## config.mk

```make
export PLATFORM = sky130hd
export DESIGN_NAME = game_session_ctrl
export DESIGN_NICKNAME = d
export VERILOG_FILES = /design/src/rtl/game_session_ctrl.sv
export SDC_FILE = /design/constraint.sdc
export NUM_CORES = 1
export LEC_CHECK = 0
export CELL_PAD_IN_SITES_DETAIL_PLACEMENT = 0
export CELL_PAD_IN_SITES_GLOBAL_PLACEMENT = 1
export CORE_ASPECT_RATIO = 1.25
export CORE_MARGIN = 4
export CORE_UTILIZATION = 35
export CTS_BUF_LIST = sky130_fd_sc_hd__clkbuf_16
export CTS_CLUSTER_DIAMETER = 120
export CTS_CLUSTER_SIZE = 30
export DETAILED_ROUTE_END_ITERATION = 8
export MAX_ROUTING_LAYER = met4
export PLACE_DENSITY_LB_ADDON = 0.3
export SYNTH_ARGS = -nofsm -noshare
export SYNTH_HDL_FRONTEND = slang
export SYNTH_SLANG_ARGS = --single-unit
```

## constraint.sdc

```tcl
create_clock -name clk -period 1.68 [get_ports clk]
set_input_delay 0.168 -clock clk [delete_from_list [all_inputs] [get_ports clk]]
set_output_delay 0.168 -clock clk [all_outputs]
set_load 0.02 [all_outputs]
```

## src/rtl/game_session_ctrl.sv

```systemverilog
// -----------------------------------------------------------------------------
// game_session_ctrl
//
// Session-level game controller. Sequences a game through
// IDLE -> GENERATING -> RUNNING <-> PAUSED -> GAME_OVER. It also tracks the
// score (rounds won), the 0-based level number and the remaining lives, and
// can optionally track the best score.
//
// Optional feature macro: GAME_SESSION_BEST_SCORE_EN
//   defined     : keeps a best-score register that survives restarts and is
//                 cleared only by rst_n. o_new_best pulses on each update.
//   not defined : o_best_score and o_new_best are tied to zero.
//
// Ports
//   clk, rst_n       clock, asynchronous active-low reset
//   i_start          pulse: start/restart (honoured in IDLE and GAME_OVER)
//   i_level_ready    level generator done (honoured in GENERATING)
//   i_round_ended    pulse: round finished (honoured in RUNNING)
//   i_is_win         round result, qualified by i_round_ended
//   i_pause_toggle   pulse: pause/resume
//   o_state          state code: 0 IDLE, 1 GENERATING, 2 RUNNING, 3 PAUSED,
//                    4 GAME_OVER
//   o_is_paused      high while PAUSED
//   o_score          rounds won, saturating
//   o_level          current level, saturating
//   o_lives          remaining lives
//   o_best_score     best score since reset
//   o_new_best       one-cycle pulse when o_best_score updates
// -----------------------------------------------------------------------------
module game_session_ctrl #(
    parameter int SCORE_WIDTH = 8,
    parameter int LEVEL_WIDTH = 6,
    parameter int LIVES       = 3,
    localparam int LIVES_WIDTH = $clog2(LIVES + 1)
) (
    input  logic                   clk,
    input  logic                   rst_n,
    input  logic                   i_start,
    input  logic                   i_level_ready,
    input  logic                   i_round_ended,
    input  logic                   i_is_win,
    input  logic                   i_pause_toggle,
    output logic [2:0]             o_state,
    output logic                   o_is_paused,
    output logic [SCORE_WIDTH-1:0] o_score,
    output logic [LEVEL_WIDTH-1:0] o_level,
    output logic [LIVES_WIDTH-1:0] o_lives,
    output logic [SCORE_WIDTH-1:0] o_best_score,
    output logic                   o_new_best
);

    typedef enum logic [2:0] {
        ST_IDLE       = 3'd0,
        ST_GENERATING = 3'd1,
        ST_RUNNING    = 3'd2,
        ST_PAUSED     = 3'd3,
        ST_GAME_OVER  = 3'd4
    } state_e;

    localparam logic [SCORE_WIDTH-1:0] SCORE_MAX  = {SCORE_WIDTH{1'b1}};
    localparam logic [SCORE_WIDTH-1:0] SCORE_ZERO = {SCORE_WIDTH{1'b0}};
    localparam logic [SCORE_WIDTH-1:0] SCORE_ONE  = SCORE_WIDTH'(1);
    localparam logic [LEVEL_WIDTH-1:0] LEVEL_MAX  = {LEVEL_WIDTH{1'b1}};
    localparam logic [LEVEL_WIDTH-1:0] LEVEL_ZERO = {LEVEL_WIDTH{1'b0}};
    localparam logic [LEVEL_WIDTH-1:0] LEVEL_ONE  = LEVEL_WIDTH'(1);
    localparam logic [LIVES_WIDTH-1:0] LIVES_INIT = LIVES_WIDTH'(LIVES);
    localparam logic [LIVES_WIDTH-1:0] LIVES_ZERO = {LIVES_WIDTH{1'b0}};
    localparam logic [LIVES_WIDTH-1:0] LIVES_ONE  = LIVES_WIDTH'(1);

    state_e                 state_q, state_d;
    logic [SCORE_WIDTH-1:0] score_q, score_d;
    logic [LEVEL_WIDTH-1:0] level_q, level_d;
    logic [LIVES_WIDTH-1:0] lives_q, lives_d;
    logic                   paused_q;

    // Next-state and counter update for the session FSM.
    always_comb begin
        state_d = state_q;
        score_d = score_q;
        level_d = level_q;
        lives_d = lives_q;
        case (state_q)
            ST_IDLE, ST_GAME_OVER: begin
                if (i_start) begin
                    state_d = ST_GENERATING;
                    score_d = SCORE_ZERO;
                    level_d = LEVEL_ZERO;
                    lives_d = LIVES_INIT;
                end else begin
                    state_d = state_q;
                end
            end
            ST_GENERATING: begin
                if (i_level_ready) begin
                    state_d = ST_RUNNING;
                end else begin
                    state_d = ST_GENERATING;
                end
            end
            ST_RUNNING: begin
                // A round end takes priority over a pause toggle in the same cycle.
                if (i_round_ended) begin
                    if (i_is_win) begin
                        state_d = ST_GENERATING;
                        score_d = (score_q == SCORE_MAX) ? SCORE_MAX : score_q + SCORE_ONE;
                        level_d = (level_q == LEVEL_MAX) ? LEVEL_MAX : level_q + LEVEL_ONE;
                    end else if (lives_q <= LIVES_ONE) begin
                        state_d = ST_GAME_OVER;
                        lives_d = LIVES_ZERO;
                    end else begin
                        // Lost a life: replay the same level.
                        state_d = ST_GENERATING;
                        lives_d = lives_q - LIVES_ONE;
                    end
                end else if (i_pause_toggle) begin
                    state_d = ST_PAUSED;
                end else begin
                    state_d = ST_RUNNING;
                end
            end
            ST_PAUSED: begin
                if (i_pause_toggle) begin
                    state_d = ST_RUNNING;
                end else begin
                    state_d = ST_PAUSED;
                end
            end
            default: begin
                // Unused encodings fall back to IDLE.
                state_d = ST_IDLE;
            end
        endcase
    end

    // Session state and counter registers.
    always_ff @(posedge clk or negedge rst_n) begin
        if (!rst_n) begin
            state_q  <= ST_IDLE;
            score_q  <= SCORE_ZERO;
            level_q  <= LEVEL_ZERO;
            lives_q  <= LIVES_INIT;
            paused_q <= 1'b0;
        end else begin
            state_q  <= state_d;
            score_q  <= score_d;
            level_q  <= level_d;
            lives_q  <= lives_d;
            paused_q <= (state_d == ST_PAUSED);
        end
    end

`ifdef GAME_SESSION_BEST_SCORE_EN
    logic [SCORE_WIDTH-1:0] best_q, best_d;
    logic                   new_best_q, new_best_d;

    // Best score follows the registered score one cycle later.
    always_comb begin
        best_d     = best_q;
        new_best_d = 1'b0;
        if (score_q > best_q) begin
            best_d     = score_q;
            new_best_d = 1'b1;
        end else begin
            best_d     = best_q;
            new_best_d = 1'b0;
        end
    end

    // Best-score registers; only rst_n clears them, restarts do not.
    always_ff @(posedge clk or negedge rst_n) begin
        if (!rst_n) begin
            best_q     <= SCORE_ZERO;
            new_best_q <= 1'b0;
        end else begin
            best_q     <= best_d;
            new_best_q <= new_best_d;
        end
    end

    assign o_best_score = best_q;
    assign o_new_best   = new_best_q;
`else
    assign o_best_score = SCORE_ZERO;
    assign o_new_best   = 1'b0;
`endif

    assign o_state     = state_q;
    assign o_is_paused = paused_q;
    assign o_score     = score_q;
    assign o_level     = level_q;
    assign o_lives     = lives_q;

endmodule

```

======== Yosys cells after proc, flatten, opt, wreduce, memory -nomap -nowiden ========
Index checks and enable logic that the tools add are counted.
cells by class
  add/sub/neg operators ................... 3
  order comparisons ....................... 1
  equal/unequal tests ..................... 11
  multiplexer cells ....................... 23
  reductions and logical operators ........ 5
operator list
  cell                 count
  $mux 8               4
  $mux 6               4
  $pmux 8 s2           1
  $mux 3               4
  $pmux 3 s4           1
  $pmux 6 s2           1
  $mux 2               5
  $eq 3x2->1 const B   3
  $add 8x1->8 const B  1
  $eq 8x8->1 const B   1
  $ne 2x2->1 const B   4
  $reduce_and 4->1     2
  $add 6x1->6 const B  1
  $eq 6x6->1 const B   1
  $pmux 2 s2           1
  $eq 3x1->1 const B   1
  $eq 3x3->1 const B   1
  $logic_not 3->1      1
  $le 2x1->1 const B   1
  $mux 1               2
  $reduce_bool 2->1    1
  $reduce_or 2->1      1
  $sub 2x1->2 const B  1
storage, ports and cells
  register bits after elaboration ......... 20
  bits of input ports ..................... 7
  output and inout bits ................... 29
  logic and storage cells ................. 48

======== Logic depth before layout (Yosys ltp) ========
Gate-level depths: netlist of run 1.
  depth after elaboration ................. 6
  mapped depth ............................ 6
  depth with buffers taken out ............ 5

======== Worst setup path before layout of run 1 ========
Ideal clock, no wire load.
  kind .................................... flip-flop to flip-flop
  start point ............................. reg score_q[0] (netlist: o_score[0])
  end point ............................... reg score_q[5] (netlist: o_score[5])
  library setup time ...................... 0.073 ns
  arrival ................................. 1.569 ns
  required time ........................... 1.607 ns
  path slack .............................. 0.038 ns
  cell stages (with the launch flop) ...... 6
  buffers on the path ..................... 0
  clock period less this slack ............ 1.642 ns
  cell sequence ........................... dfrtp_1 > ha_1 > nand4_1 > or2_1 > a31o_1 > a21oi_2
between the ends
  longest elaborated chain between the ends .. 5
  elaborated cells on any way between the ends .. 6
  those cells by class .................... add/sub (1); eq/ne (1); mux (4)
RTL lines
  item                                       line  text
  from (decl)                                71    logic [SCORE_WIDTH-1:0] score_q, score_d;
  from (signal assigned)                     145   score_q <= score_d;
  $add 8x1->8 or $eq 8x8->1 (tied branches)  105   score_d = (score_q == SCORE_MAX) ? SCORE_MAX : score_q + SCORE_ONE;
  $mux 8 (*)                                 105
  $mux 8 (*)                                 103   if (i_is_win) begin
  $mux 8 (*)                                 102   if (i_round_ended) begin
  $pmux 8 s2 (*)                             82    case (state_q)
Mark *: on every way between the ends. The rest lies on a longest branch, timed or not. The select of a mux whose other input is x is not followed.
A chain may end at the register's enable or synchronous reset.

======== Worst setup path in the final report of run 1 ========
  start point ............................. reg state_q[2] (netlist: o_state[2])
  end point ............................... out o_state[2]
RTL lines
  item                    line  text
  from (decl)             70    state_e state_q, state_d;
  from (signal assigned)  144   state_q <= state_d;
  to (decl)               43    output logic [2:0] o_state,
No word-level cell between the ends.

==> results.yml, run 1 <==
cells_and_area:
  fillers: 325
  final_nets: 168
  fin_area_mm2: 0.00163
  area_growth_pct: 32.4
  antenna_cells: 0
  drive_gt1_frac: 0.196
global_route:
  grt.met1_usage: 0.155
  first_global_vias: 1018
  grt_max_degree: 21
  antenna_found_initial: 0
  grt.met3_usage: 0.0243
  grt-ovfl-total: 0
  grt_usage: 0.137
  top_usage_layer: "met2"
  grt_pass1_wl_um: 4530
  grtUsageMet2: 0.226
synthesis:
  yosys_most_used_dff: "dfrtp_1"
  synth_area_mm2: 0.00123
  async_reset_ff_frac: 1.00
  synth_edf_count: 0
  syn_area_per_cell_um2: 9.98
  ys_seq_elements: 20
  netlist_instances: 123
  ys_types: 44
  synth_seq_area_share: 0.410
  yosys_warnings: 0
sta:
  fin_tns_setup_ns: 0
  finalHoldViolations: 0
  rsz0062_at_grt: "no"
  whs_ns: 0.252
  setup_viol: 0
  finClkSkew_ns: 0.00164
  period_needed_ns: 1.61
  maxSlewViolCount: 0
  fin_ws_ns: 0.0746
  fmax_mhz: 623
  post-route-period-util: 0.956
status:
  status: "completed"
floorplanning:
  initial_core_util: 0.374
  fp.dieH_um: 74.2
  die_w_um: 61.0
  rows: 23
  io_pins: 36
  die-area_mm2: 0.00452
  core_mm2: 0.00328
route:
  wire_per_inst_um: 14.0
  dr.first_iter.drc_count: 49
  drt-total-wl_um: 2730
  first_pass_iters: 6
  vias: 1038
  remaining_drc_errors: 0
  antenna_left: 0
  drt-vias-per-instance: 5.32
worst_setup_path:
  cp_slowest_cell: "clkdlybuf4s50_1"
  r2r-end: "o_level[0]"
  crit_arrival_ns: 1.44
  r2r_slack_ns: 0.19
  cp-start-kind: "flip-flop"
  worstSetupEndpointType: "output pin"
  path_delay_family: "buffers and inverters"
  critical_path_depth: 2
  critPathBufInv: 2
  required_ns: 1.51
  crit_fanout: 5
  slowest_delay_ns: 0.60
  r2r-start: "o_level[0]"
  endpoint: "o_state[2]"
  crit_chain: "buf_4 > clkdlybuf4s50_1"
  critPathKind: "flip-flop to output pin"
  startpoint: "o_state[2]"
  rr_worst_depth: 5
clock_network:
  cts_buffers: 3
  cts.sinks: 20
  root_buffer: "clkbuf_16"
  path_clk_slew_ns: 0.06
  cts_hold_buffers: 0
  clockBufferDepth: 2
  clock_insertion_delay_worst_skew_ns: 0.25
  cts_tree: "built"
  h-tree-depth: 1
place:
  place_area_mm2: 0.00154
  dp_slack_ns: 0.0543
  post-dp-hpwl_um: 2070
  gp_congestion: 0.867
  port_buffers: 26
pwr:
  ir_drop_mv: 0.813
  p_leak_uw: 0.000669
  power.density_mw_per_mm2: 1490
job:
  maxCapViolCount: 0
hold_path:
  hold_class: "input port to asynchronous set/reset pin"
state kept, by name, indices dropped and copies added (netlist names):
name and flops:
o_state 3, o_is_paused 1, o_lives 2, o_level 6, o_score 8
stage by stage:
stage	util	power, uW	instances
after floorplan	-	1510	131
after global placement	0.471	1930	191
after detailed placement	0.471	1940	191
after CTS	0.495	2450	195
after global routing	0.495	2600	195
final	0.495	2420	195
area by class of cell:
cell class / count / area, um^2 / area share
Clock buffer: 3 / 75.1 / 0.0462
Clock inverter: 1 / 3.75 / 0.00231
Multi-Input combinational cell: 96 / 632 / 0.389
Sequential cell: 20 / 505 / 0.311
Tap cell: 37 / 46.3 / 0.0285
Timing Repair Buffer: 38 / 363 / 0.223
cell usage after synthesis, types with 2 or more instances:
master / count / area share
o31ai_1: 2 / 0.012
buf_2: 2 / 0.0082
a41oi_1: 3 / 0.021
a21oi_2: 4 / 0.029
nand3_1: 7 / 0.029
nand2_1: 7 / 0.021
a31oi_1: 3 / 0.015
dfrtp_1: 18 / 0.37
nand3b_1: 2 / 0.012
buf_4: 9 / 0.055
dfstp_2: 2 / 0.043
nand4_1: 2 / 0.010
and3_1: 2 / 0.010
o21ai_1: 2 / 0.0082
nand2b_1: 2 / 0.010
buf_6: 4 / 0.037
o21ai_0: 6 / 0.024
a21o_1: 2 / 0.012
a21oi_1: 11 / 0.045
ha_1: 2 / 0.020
nor2_1: 8 / 0.024
worst min path at each step:
| stage | from | to | slack (ns) | cells past startpoint |
|---|---|---|---|---|
| 4_1_cts | rst_n | o_score[6] | 0.26 | 2 |
| 5_1_grt | rst_n | o_score[6] | 0.27 | 2 |
| 3_5_place_dp | rst_n | o_score[3] | 0.53 | 2 |
| 2_1_floorplan | rst_n | o_is_paused | -0.13 | 0 |
| 6_report | rst_n | o_score[6] | 0.25 | 2 |
| 3_3_place_gp | o_lives[1] | o_lives[1] | 0.52 | 2 |
timing repair:
action	4_1_cts	5_1_grt
hold endpoints to repair	0	0
gates resized for setup	0	2
buffers inserted	0	0
endpoints found under the setup margin	0	2
cell families after synthesis:
family / share of synthesized area
compound gates: 0.263
buf+inv: 0.0999
other cells: 0.00306
flops: 0.410
simple gates: 0.187
fa+ha+maj: 0.0204
mux: 0.0173
worst reg2reg max path, stage by stage, from the launching register on:
cell	delay, ns
dfrtp_1	0.43
ha_1	0.25
and3_1	0.24
nand3_1	0.12
a21oi_1	0.07
mux2_2	0.27
metal layers:
layer	up-vias	share of wire
li1	517	-
met1	482	0.42
met2	30	0.51
met3	9	0.044
met4	0	0.028
met5	-	0
power breakdown:
group / internal (uW) / switching, uW / leakage, uW / total, uW
Sequential: 610 / 141 / 0.000263 / 751
Combinational: 568 / 611 / 0.000368 / 1180
Clock: 317 / 176 / 0.0000385 / 493
Total: 1500 / 929 / 0.000669 / 2420
placed cells by master, fill, tap and decap left out, types with 2 or more instances in the layout:
master / synthesis / routed
a21o_1: 2 / 2
a21oi_1: 11 / 11
a21oi_2: 4 / 4
a31oi_1: 3 / 3
a41oi_1: 3 / 3
and3_1: 2 / 2
buf_4: 9 / 11
clkbuf_16: 0 / 3
clkdlybuf4s50_1: 0 / 26
conb_1: 1 / 9
dfrtp_1: 18 / 16
dfrtp_2: 0 / 2
dfstp_2: 2 / 2
ha_1: 2 / 2
nand2_1: 7 / 7
nand2b_1: 2 / 2
nand3_1: 7 / 7
nand3b_1: 2 / 2
nand4_1: 2 / 2
nor2_1: 8 / 8
o21ai_0: 6 / 6
o21ai_1: 2 / 2
o31ai_1: 2 / 2
(Power assumes the default switching activity.)
==> run 2, diff against run 1 <==
Settings changed: ABC_CLOCK_PERIOD_IN_PS set to 1680, CTS_CLUSTER_DIAMETER 120 to not set.
==> results of run 2 <==
Final layout, timing and power as in run 1 (identical DEF).
